--- config.mk ---
export PLATFORM = sky130hd
export DESIGN_NAME = hamming_encoder
export DESIGN_NICKNAME = d
export VERILOG_FILES = /design/src/rtl/hamming_encoder.sv
export SDC_FILE = /design/constraint.sdc
export NUM_CORES = 1
export LEC_CHECK = 0
export ABC_AREA = 1
export BUFFER_PORTS_ARGS = -buffer_cell sky130_fd_sc_hd__buf_4
export CORE_MARGIN = 2
export CORE_UTILIZATION = 50
export DETAILED_ROUTE_END_ITERATION = 10
export PLACE_DENSITY = 0.69
export SLEW_MARGIN = 5
export SYNTH_ARGS = -nofsm -noshare
export SYNTH_HDL_FRONTEND = slang
export SYNTH_SLANG_ARGS = --single-unit
--- constraint.sdc ---
create_clock -name Clk -period 2.7 [get_ports Clk]
set_clock_uncertainty 0.2 [all_clocks]
set_input_delay 0.54 -clock Clk [delete_from_list [all_inputs] [get_ports Clk]]
set_output_delay 0.54 -clock Clk [all_outputs]
set_load 0.05 [all_outputs]
--- src/rtl/hamming_encoder.sv ---
// Byte-serial extended Hamming(16,11) encoder.
// Takes two message bytes in and returns two codeword bytes, with a sticky error flag and a count of codewords sent.
module hamming_encoder #(
   parameter int CNT_W = 8
) (
   input  logic             Clk,
   input  logic             Reset_n,
   input  logic             Clear,
   input  logic [7:0]       In_data,
   input  logic             In_valid,
   output logic             In_ready,
   output logic [7:0]       Out_data,
   output logic             Out_valid,
   input  logic             Out_ready,
   output logic [CNT_W-1:0] Word_cnt,
   output logic             Hi_err
);

   typedef enum logic [1:0] {IN_LO, IN_HI, OUT_LO, OUT_HI} state_t;

   state_t           state_q;
   logic [7:0]       lo_q;
   logic [15:0]      cw_q;
   logic [15:0]      cw_d;
   logic [7:0]       out_data_q;
   logic             in_ready_q;
   logic             out_valid_q;
   logic [CNT_W-1:0] cnt_q;
   logic             hi_err_q;
   logic             in_fire;
   logic             out_fire;

   // m[0] is d1: parity bits sit at the power-of-two positions, and p0 covers the whole word.
   function automatic logic [15:0] encode(input logic [10:0] m);
      logic [11:1] d;
      logic        p8, p4, p2, p1, p0;
      d  = m;
      p8 = ^d[11:5];
      p4 = (^d[11:8]) ^ (^d[4:2]);
      p2 = d[11] ^ d[10] ^ d[7] ^ d[6] ^ d[4] ^ d[3] ^ d[1];
      p1 = d[11] ^ d[9] ^ d[7] ^ d[5] ^ d[4] ^ d[2] ^ d[1];
      p0 = (^d) ^ p8 ^ p4 ^ p2 ^ p1;
      return {d[11:5], p8, d[4:2], p4, d[1], p2, p1, p0};
   endfunction

   assign cw_d     = encode({In_data[2:0], lo_q});
   assign in_fire  = In_valid & in_ready_q;
   assign out_fire = Out_ready & out_valid_q;

   always_ff @(posedge Clk or negedge Reset_n) begin
      if (!Reset_n) begin
         state_q     <= IN_LO;
         lo_q        <= '0;
         cw_q        <= '0;
         out_data_q  <= '0;
         in_ready_q  <= 1'b1;
         out_valid_q <= 1'b0;
         cnt_q       <= '0;
         hi_err_q    <= 1'b0;
      end else begin
         case (state_q)
            IN_LO: if (in_fire) begin
               lo_q    <= In_data;
               state_q <= IN_HI;
            end
            IN_HI: if (in_fire) begin
               cw_q        <= cw_d;
               out_data_q  <= cw_d[7:0];
               in_ready_q  <= 1'b0;
               out_valid_q <= 1'b1;
               state_q     <= OUT_LO;
               if (|In_data[7:3]) hi_err_q <= 1'b1;
            end
            OUT_LO: if (out_fire) begin
               out_data_q <= cw_q[15:8];
               state_q    <= OUT_HI;
            end
            OUT_HI: if (out_fire) begin
               in_ready_q  <= 1'b1;
               out_valid_q <= 1'b0;
               state_q     <= IN_LO;
               cnt_q       <= cnt_q + 1'b1;
            end
            default: state_q <= IN_LO;
         endcase
         // Clear overrides any increment or error set on the same edge.
         if (Clear) begin
            cnt_q    <= '0;
            hi_err_q <= 1'b0;
         end
      end
   end

   assign In_ready  = in_ready_q;
   assign Out_valid = out_valid_q;
   assign Out_data  = out_data_q;
   assign Word_cnt  = cnt_q;
   assign Hi_err    = hi_err_q;

endmodule
==> summary.txt, run 1 <==
STA
  • Relative slew margins: 0.6616
  • Unrepaired setup endpoints after global routing: no
  • Max-slew violation count: 0
  • Setup ws final: 0.7665 ns
  • Fin crit period: 1.934 ns
  • Setup TNS after final layout: 0 ns
  • Fmax achieved: 517.2 MHz
  • # setup viols final: 0
  • Worst slack on hold paths: -0.003255 ns
  • Slew @ Worst Pin: 0.5061 ns
  • Hold Vio Cnt, Final: 2
  • Tcrit/Tclk final: 0.7161

Floorplan
  • Top-Level Pins: 32
  • Die Y: 68.47 um
  • DIE AREA: 0.004688 mm^2
  • Std-Cell Rows: 23
  • Die Wd: 68.47 um
  • Starting Density: 0.5195
  • Core area: 0.004000 mm^2

GRT
  • Total global-route track usage: 0.2133
  • First-pass GRT wire length: 7383 um
  • Routing usage on met2: 0.3438
  • Largest net degree at the start of global routing: 38
  • Grt ovf: 0
  • Met3 usage: 0.05099
  • Vias in the first global route: 1613
  • Top Usage Layer GRT: met2
  • Met1 usage: 0.2797
  • Initial antenna violation count: 0

Setup path
  • Crit start category: flop
  • Worst setup EP type: flop
  • Critical path, cell by cell: inv_1, ha_1, inv_2, o21ai_2, o21bai_4, inv_2, or2_0, nand2_1, inv_1
  • Worst path arrival time: 1.92 ns
  • Max stage delay on crit path: 0.41 ns
  • CP required: 2.69 ns
  • Top delay family on crit path: flip-flops
  • R2R depth: 9
  • Worst R2R Setup Slack: 0.77 ns
  • Levels on crit path: 9
  • CP max-delay cell: dfrtp_1
  • Worst-path fanout max: 12
  • Critical path buffers and inverters: 4
  • WS Path Type: reg2reg

Synthesis
  • Post-synthesis cell count: 271
  • Cell variety after synth: 29
  • Sequential share of the synthesized area: 0.4461
  • Synthesized area: 0.002078 mm^2
  • Flops & latches, synth: 37
  • Warnings, synthesis: 0
  • Syn Area/Cell: 7.669 um^2
  • Net count after synthesis: 290

Final layout
  • Flip-flop and latch area: 927.1 um^2
  • Final instance area: 0.002462 mm^2
  • Most frequent cells in the layout: nand2_1, dfrtp_1, buf_4, inv_1, o21ai_0
  • Most common cell after layout, fill and taps aside: nand2_1
  • Nets: 324
  • Layout area overhead: 18.48%
  • # diodes: 0
  • Area of the multi-input gates: 988.4 um^2
  • Finished Core Util: 0.6156
  • Fill count: 385
  • Layout cells sized above 1: 0.2026

Clock network
  • CTS tree: yes
  • Bufs on Longest Clock Path: 2
  • Setup Fix Bufs, Post-CTS: 0
  • Post_cts resized: 0
  • CTS Hold Bufs: 0
  • Clk_lat worst skew: 0.29 ns
  • Clock transition at path regs: 0.07 ns
  • Root Buffer: clkbuf_8
  • H-Tree Level Count: 2
  • Total CTS buffers: 5
  • Clock sink count: 37

Run status
  • Failing checks: negative hold slack
  • Run status: complete, but fails checks

Detailed routing
  • Final ANT Viol Nets: 0
  • Vias per cell: 4.978
  • DR WL/cell: 12.14 um
  • Drc violations: 0
  • DRT iter0 DRCs: 147
  • Routed wire length: 4323 um
  • DR pass1 iterations: 4
  • DR vias: 1772

Placed design
  • Port Buffers: 31
  • Hpwl dp: 3273 um
  • Worst slack, placed: 0.7497 ns
  • Placed cell area: 0.002346 mm^2
  • RD Place Congestion: 0.8489

Pwr
  • P_leak: 1.326 nW
  • Pwr dens: 455.1 mW/mm^2
  • Peak supply drop: 0.3269 mV

Hold path
  • Hold Crit Class: in2async

Job
  • Max cap viols: 0
-- final cells by class --
cell class | count | share of cell area
sequential | 37 | 0.3765
clock inverter | 1 | 0.01220
tap | 50 | 0.02541
multi-input combinational | 195 | 0.4014
clock buffer | 7 | 0.03506
inverter | 34 | 0.05183
timing repair buffer | 32 | 0.09756
-- sequential cells by signal, summed over array words and instances (netlist names) --
register,count
Out_data,8
Word_cnt,8
cw_q,8
lo_q,8
state_q,2
Hi_err,1
In_ready,1
Out_valid,1
-- power breakdown --
group	switching (mW)	internal, mW	leakage (nW)
Sequential	0.0000000000000000603	0.554	0.493
Clock	0.194	0.301	0.0585
Combinational	0.0450	0.0262	0.775
-- Yosys cell counts (all sizes together) --
cell type	instances	area share
o21ai	26	0.064
xnor2	2	0.012
a21oi	14	0.034
clkbuf	2	0.0036
dfrtp	36	0.43
inv	33	0.060
mux2	1	0.0054
xor2	6	0.025
o31ai	1	0.0036
a31oi	4	0.012
ha	6	0.036
clkinv	1	0.0018
nor2	20	0.039
o211ai	1	0.0036
nor3	2	0.0048
nand4	3	0.0090
nand3	16	0.039
or2	1	0.0030
buf	3	0.013
dfstp	1	0.013
nand2	91	0.18
o21bai	1	0.0090
-- kinds of logic after synthesis --
kind of cell / count (synthesis) / synth area share
adders and majority gates: 6 / 0.03612
muxes: 1 / 0.005418
buffers and inverters: 39 / 0.07826
xor gates and xnor gates: 8 / 0.03733
and+or+nand+nor: 133 / 0.2703
AOI/OAI and AO/OA: 47 / 0.1264
DFF: 37 / 0.4461
-- path summary, 6_finish.rpt --
kind	from	end
worst max-delay path	state_q[0]	Out_data[0]
worst min-delay path	Reset_n	state_q[1]
worst max register to register	state_q[0]	Out_data[0]
worst min register to register	Word_cnt[7]	Word_cnt[7]
max in group asynchronous	Reset_n	In_ready
min in group Clk	Clear	Hi_err
-- stage by stage --
step | instances | power (mW)
2_1_floorplan | 271 | 0.6004
3_3_place_gp | 348 | 0.6364
3_5_place_dp | 348 | 0.6368
4_1_cts | 356 | 1.134
5_1_grt | 356 | 1.166
6_report | 356 | 1.121
-- per-layer routing --
layer  vias to the layer above  part of all wire
met1                       804              0.49
met5                         -                 0
met4                         0             0.010
met3                         5             0.037
met2                        32              0.46
li1                        931                 -
Note: power is estimated with default switching activity, not from simulation.
==> inputs of run 2 (changes only) <==
Settings changed: ABC_AREA 1 to 0.
Clock period 2.7 ns to 1.8 ns, I/O delays scaled along.
==> run 2 against run 1 <==
  * Synthesized cell count down 39%
  * Largest cell class unchanged
  * Sequential share of layout area down 0.90 points
  * Routed wire length down 7.4%
  * Setup slack worse by 0.89 ns
  * Non-clock buffer count up 24
  * Maximum frequency up 0.45%
  * The flow finishes with violations (negative setup slack)
  * Sequential power up 50%
  * Worst hold slack better by 0.092 ns
  * Critical path depth down 4
  * Clock-buffer cell count down 2
==> summary.txt, run 2 <==
GRT
  • First-pass GRT wire length: 6693 um (-9.3%)
  • Largest net degree at the start of global routing: 38 (unchanged)
  • Vias in the first global route: 1432 (-11%)
  • Total global-route track usage: 0.2106 (-0.002777)
  • Grt ovf: 0 (unchanged)
  • Initial antenna violation count: 0 (unchanged)

Final layout
  • Most frequent cells in the layout: buf_4, dfrtp_1, nor2_1, mux2_2, nand2_1
  • # diodes: 0 (unchanged)
  • Nets: 241 (-26%)
  • Finished Core Util: 0.6942 (+0.07864)
  • Final instance area: 0.002522 mm^2 (+2.4%)
  • Post-route insts no fill: 271 (-24%)
  • Layout cells sized above 1: 0.4395 (+0.2368)
  • Layout area overhead: 34.58%
  • Most common cell after layout, fill and taps aside: buf_4

Setup path
  • Critical path, cell by cell: xnor2_2, xnor3_2, xnor3_1, o211ai_2, o21a_1
  • Top delay family on crit path: XOR/XNOR gates
  • Crit start category: flop
  • Worst setup EP type: flop
  • Max stage delay on crit path: 0.47 ns (+0.06 ns)
  • CP required: 1.84 ns (-0.85 ns)
  • Critical path buffers and inverters: 0 (-4)
  • Worst-path fanout max: 2 (-10)
  • CP max-delay cell: xnor3_2
  • WS Path Type: reg2reg
  • Worst path arrival time: 1.96 ns (+0.04 ns)

Pwr
  • Sw Share: 0.2359 (+0.02236)
  • Total power: 1.540 mW (+37%)
  • Logic pwr share: 0.089 (+0.025)
  • Pwr dens: 610.6 mW/mm^2 (+34%)
  • Peak supply drop: 0.4767 mV (+46%)
  • Register share of total power: 0.539 (+0.045)
  • Clock power frac: 0.371 (-0.071)
  • P_leak: 1.222 nW (-7.8%)
  • Cell Int Power: 1.177 mW (+34%)
  • NetSw: 0.3634 mW (+52%)

Synthesis
  • Post-synthesis cell count: 165 (-39%)
  • EDFF count, synth: 0 (unchanged)
  • Yosys top cell area share: 0.4806 (+0.04717)
  • Fraction of synthesized area in multiplexers: 0.1275 (+0.1221)
  • Warnings, synthesis: 0 (unchanged)
  • Simple-gate share of the synthesized area: 0.1048 (-0.1655)
  • Largest family of logic cells by synthesized area: XOR/XNOR gates
  • Post-synthesis compound-gate area fraction: 0.06542 (-0.06101)
  • Synth Area in Adders: 0.04005 (+0.003931)
  • Primary FF master, synth: dfrtp_1
  • Xor and xnor fraction of the mapped netlist area: 0.1502 (+0.1129)
  • Syn Area/Cell: 11.36 um^2 (+48%)
  • Flops & latches, synth: 37 (unchanged)
  • Top-count cell post-synth: dfrtp_1
  • Cell variety after synth: 27 (-6.9%)
  • Top cells by area, synth: dfrtp_1, mux2_2, xnor2_1
  • Synthesized area: 0.001874 mm^2 (-9.8%)
  • Cell taking the most area after synthesis: dfrtp_1
  • Sequential share of the synthesized area: 0.4947 (+0.04854)
  • Net count after synthesis: 184 (-37%)
  • Top cells by count, synth: dfrtp_1, nor2_1, mux2_2
  • Post-synth ARST share: 1.000 (unchanged)

Clock network
  • Bufs on Longest Clock Path: 2 (unchanged)
  • Clk_lat worst skew: 0.29 ns (about the same)
  • CTS tree: yes
  • Clock sink count: 37 (unchanged)
  • Root Buffer: clkbuf_8
  • Total CTS buffers: 5 (unchanged)
  • Clock transition at path regs: 0.08 ns (about the same)
  • H-Tree Level Count: 2 (unchanged)

Placed design
  • Placed insts: 259 (-26%)
  • RD Place Congestion: 0.7556 (-11%)
  • Worst slack, placed: -0.2243 ns (-0.9740 ns)
  • Hpwl dp: 2975 um (-9.1%)
  • Port Buffers: 31 (unchanged)
  • Placed cell area: 0.002351 mm^2 (+0.21%)

Detailed routing
  • DR pass1 iterations: 4 (unchanged)
  • DR vias: 1401 (-21%)
  • Routed wire length: 4001 um (-7.4%)
  • Drc violations: 0 (unchanged)
  • Vias per cell: 5.170 (+3.9%)
  • DR WL/cell: 14.76 um (+22%)
  • Final ANT Viol Nets: 0 (unchanged)
  • DRT iter0 DRCs: 61 (-59%)

STA
  • Worst slack on hold paths: 0.08825 ns (+0.09150 ns)
  • Relative slew margins: 0.6863 (+0.02469)
  • Setup TNS after final layout: -0.1577 ns (-0.1577 ns)
  • Fin crit period: 1.925 ns (-0.008577 ns)
  • Slew @ Worst Pin: 0.4705 ns (-0.03562 ns)
  • # setup viols final: 2 (+2)
  • Tcrit/Tclk final: 1.069 (+0.3533)
  • Fmax achieved: 519.5 MHz (+0.45%)
  • Setup ws final: -0.1250 ns (-0.8914 ns)
  • Max-slew violation count: 0 (unchanged)
  • Hold Vio Cnt, Final: 0 (-2)
  • Unrepaired setup endpoints after global routing: yes

Floorplan
  • Die Wd: 65.23 um (-4.7%)
  • Std-Cell Rows: 22 (-4.3%)
  • DIE AREA: 0.004254 mm^2 (-9.3%)
  • Die Y: 65.23 um (-4.7%)
  • Top-Level Pins: 32 (unchanged)
  • Starting Density: 0.5158 (-0.003709)
  • Core area: 0.003633 mm^2 (-9.2%)

Job
  • Max cap viols: 0 (unchanged)

Run status
  • Failing checks: negative setup slack
  • Run status: complete, but fails checks

Hold path
  • Hold Crit Class: in2reg
[run 2: cell types whose count changed after synthesis, moves of 6 or more]
cell / delta
nand2_1: -69
nand3_1: -10
xnor2_1: +10
inv_1: -25
nand2_2: -10
mux2_2: +14
inv_2: -6
mux2i_1: +7
o21ai_0: -15
[run 2: area by class of cell]
class | count | area (um^2)
multi-input cells | 120 | 989.7
flip-flops and latches | 37 | 927.1
fillers | 268 | 1111
repair buffers | 56 | 451.7
well taps | 48 | 60.06
clock buffers | 5 | 68.82
inverters | 2 | 7.507
clock inverters | 3 | 17.52
[run 2: cells by family after synthesis]
group / after synthesis
AO/OA/AOI/OAI: 22
XOR/XNOR: 24
adder cells (fa/ha/maj): 6
buffers and inverters: 8
flip-flops: 37
multiplexers: 22
AND/OR/NAND/NOR: 46
[run 2: metal layers]
layer  vias to the layer above  GRT usage  routed length (um)
met5                         -          0                   0
met4                         0    0.05469                  38
met3                         3    0.05308                 136
met2                        26     0.3508                2045
met1                       698     0.2752                1781
li1                        674          -                   -
[run 2: path summary, 6_finish.rpt]
kind,from,endpoint,slack [ns],cells past startpoint
max,lo_q[5],Out_data[0],-0.12,5
min,Clear,Word_cnt[0],0.09,2
max reg2reg,lo_q[5],Out_data[0],-0.12,5
min reg2reg,cw_q[12],cw_q[12],0.31,1
max in group asynchronous,Reset_n,In_ready,0.69,2
min in group asynchronous,Reset_n,state_q[1],0.37,2
[run 2: timing repair]
| item | 4_1_cts | 5_1_grt |
|---|---|---|
| resized for setup | 2 | 13 |
| setup endpoints to repair | 8 | 19 |
| pin swaps | 0 | 1 |
| hold buffers | 1 | 0 |
| endpoints found under the hold margin | 36 | 0 |
| buffers inserted | 1 | 2 |
[run 2: power by group through the flow]
stage               Combinational, mW  Clock, mW  Sequential (mW)
detailed placement              0.136          0            0.847
finish                          0.138      0.572            0.831
CTS                             0.139      0.586            0.831
global route                    0.152      0.631            0.830
floorplan                      0.0633          0            0.847
global placement                0.133          0            0.847
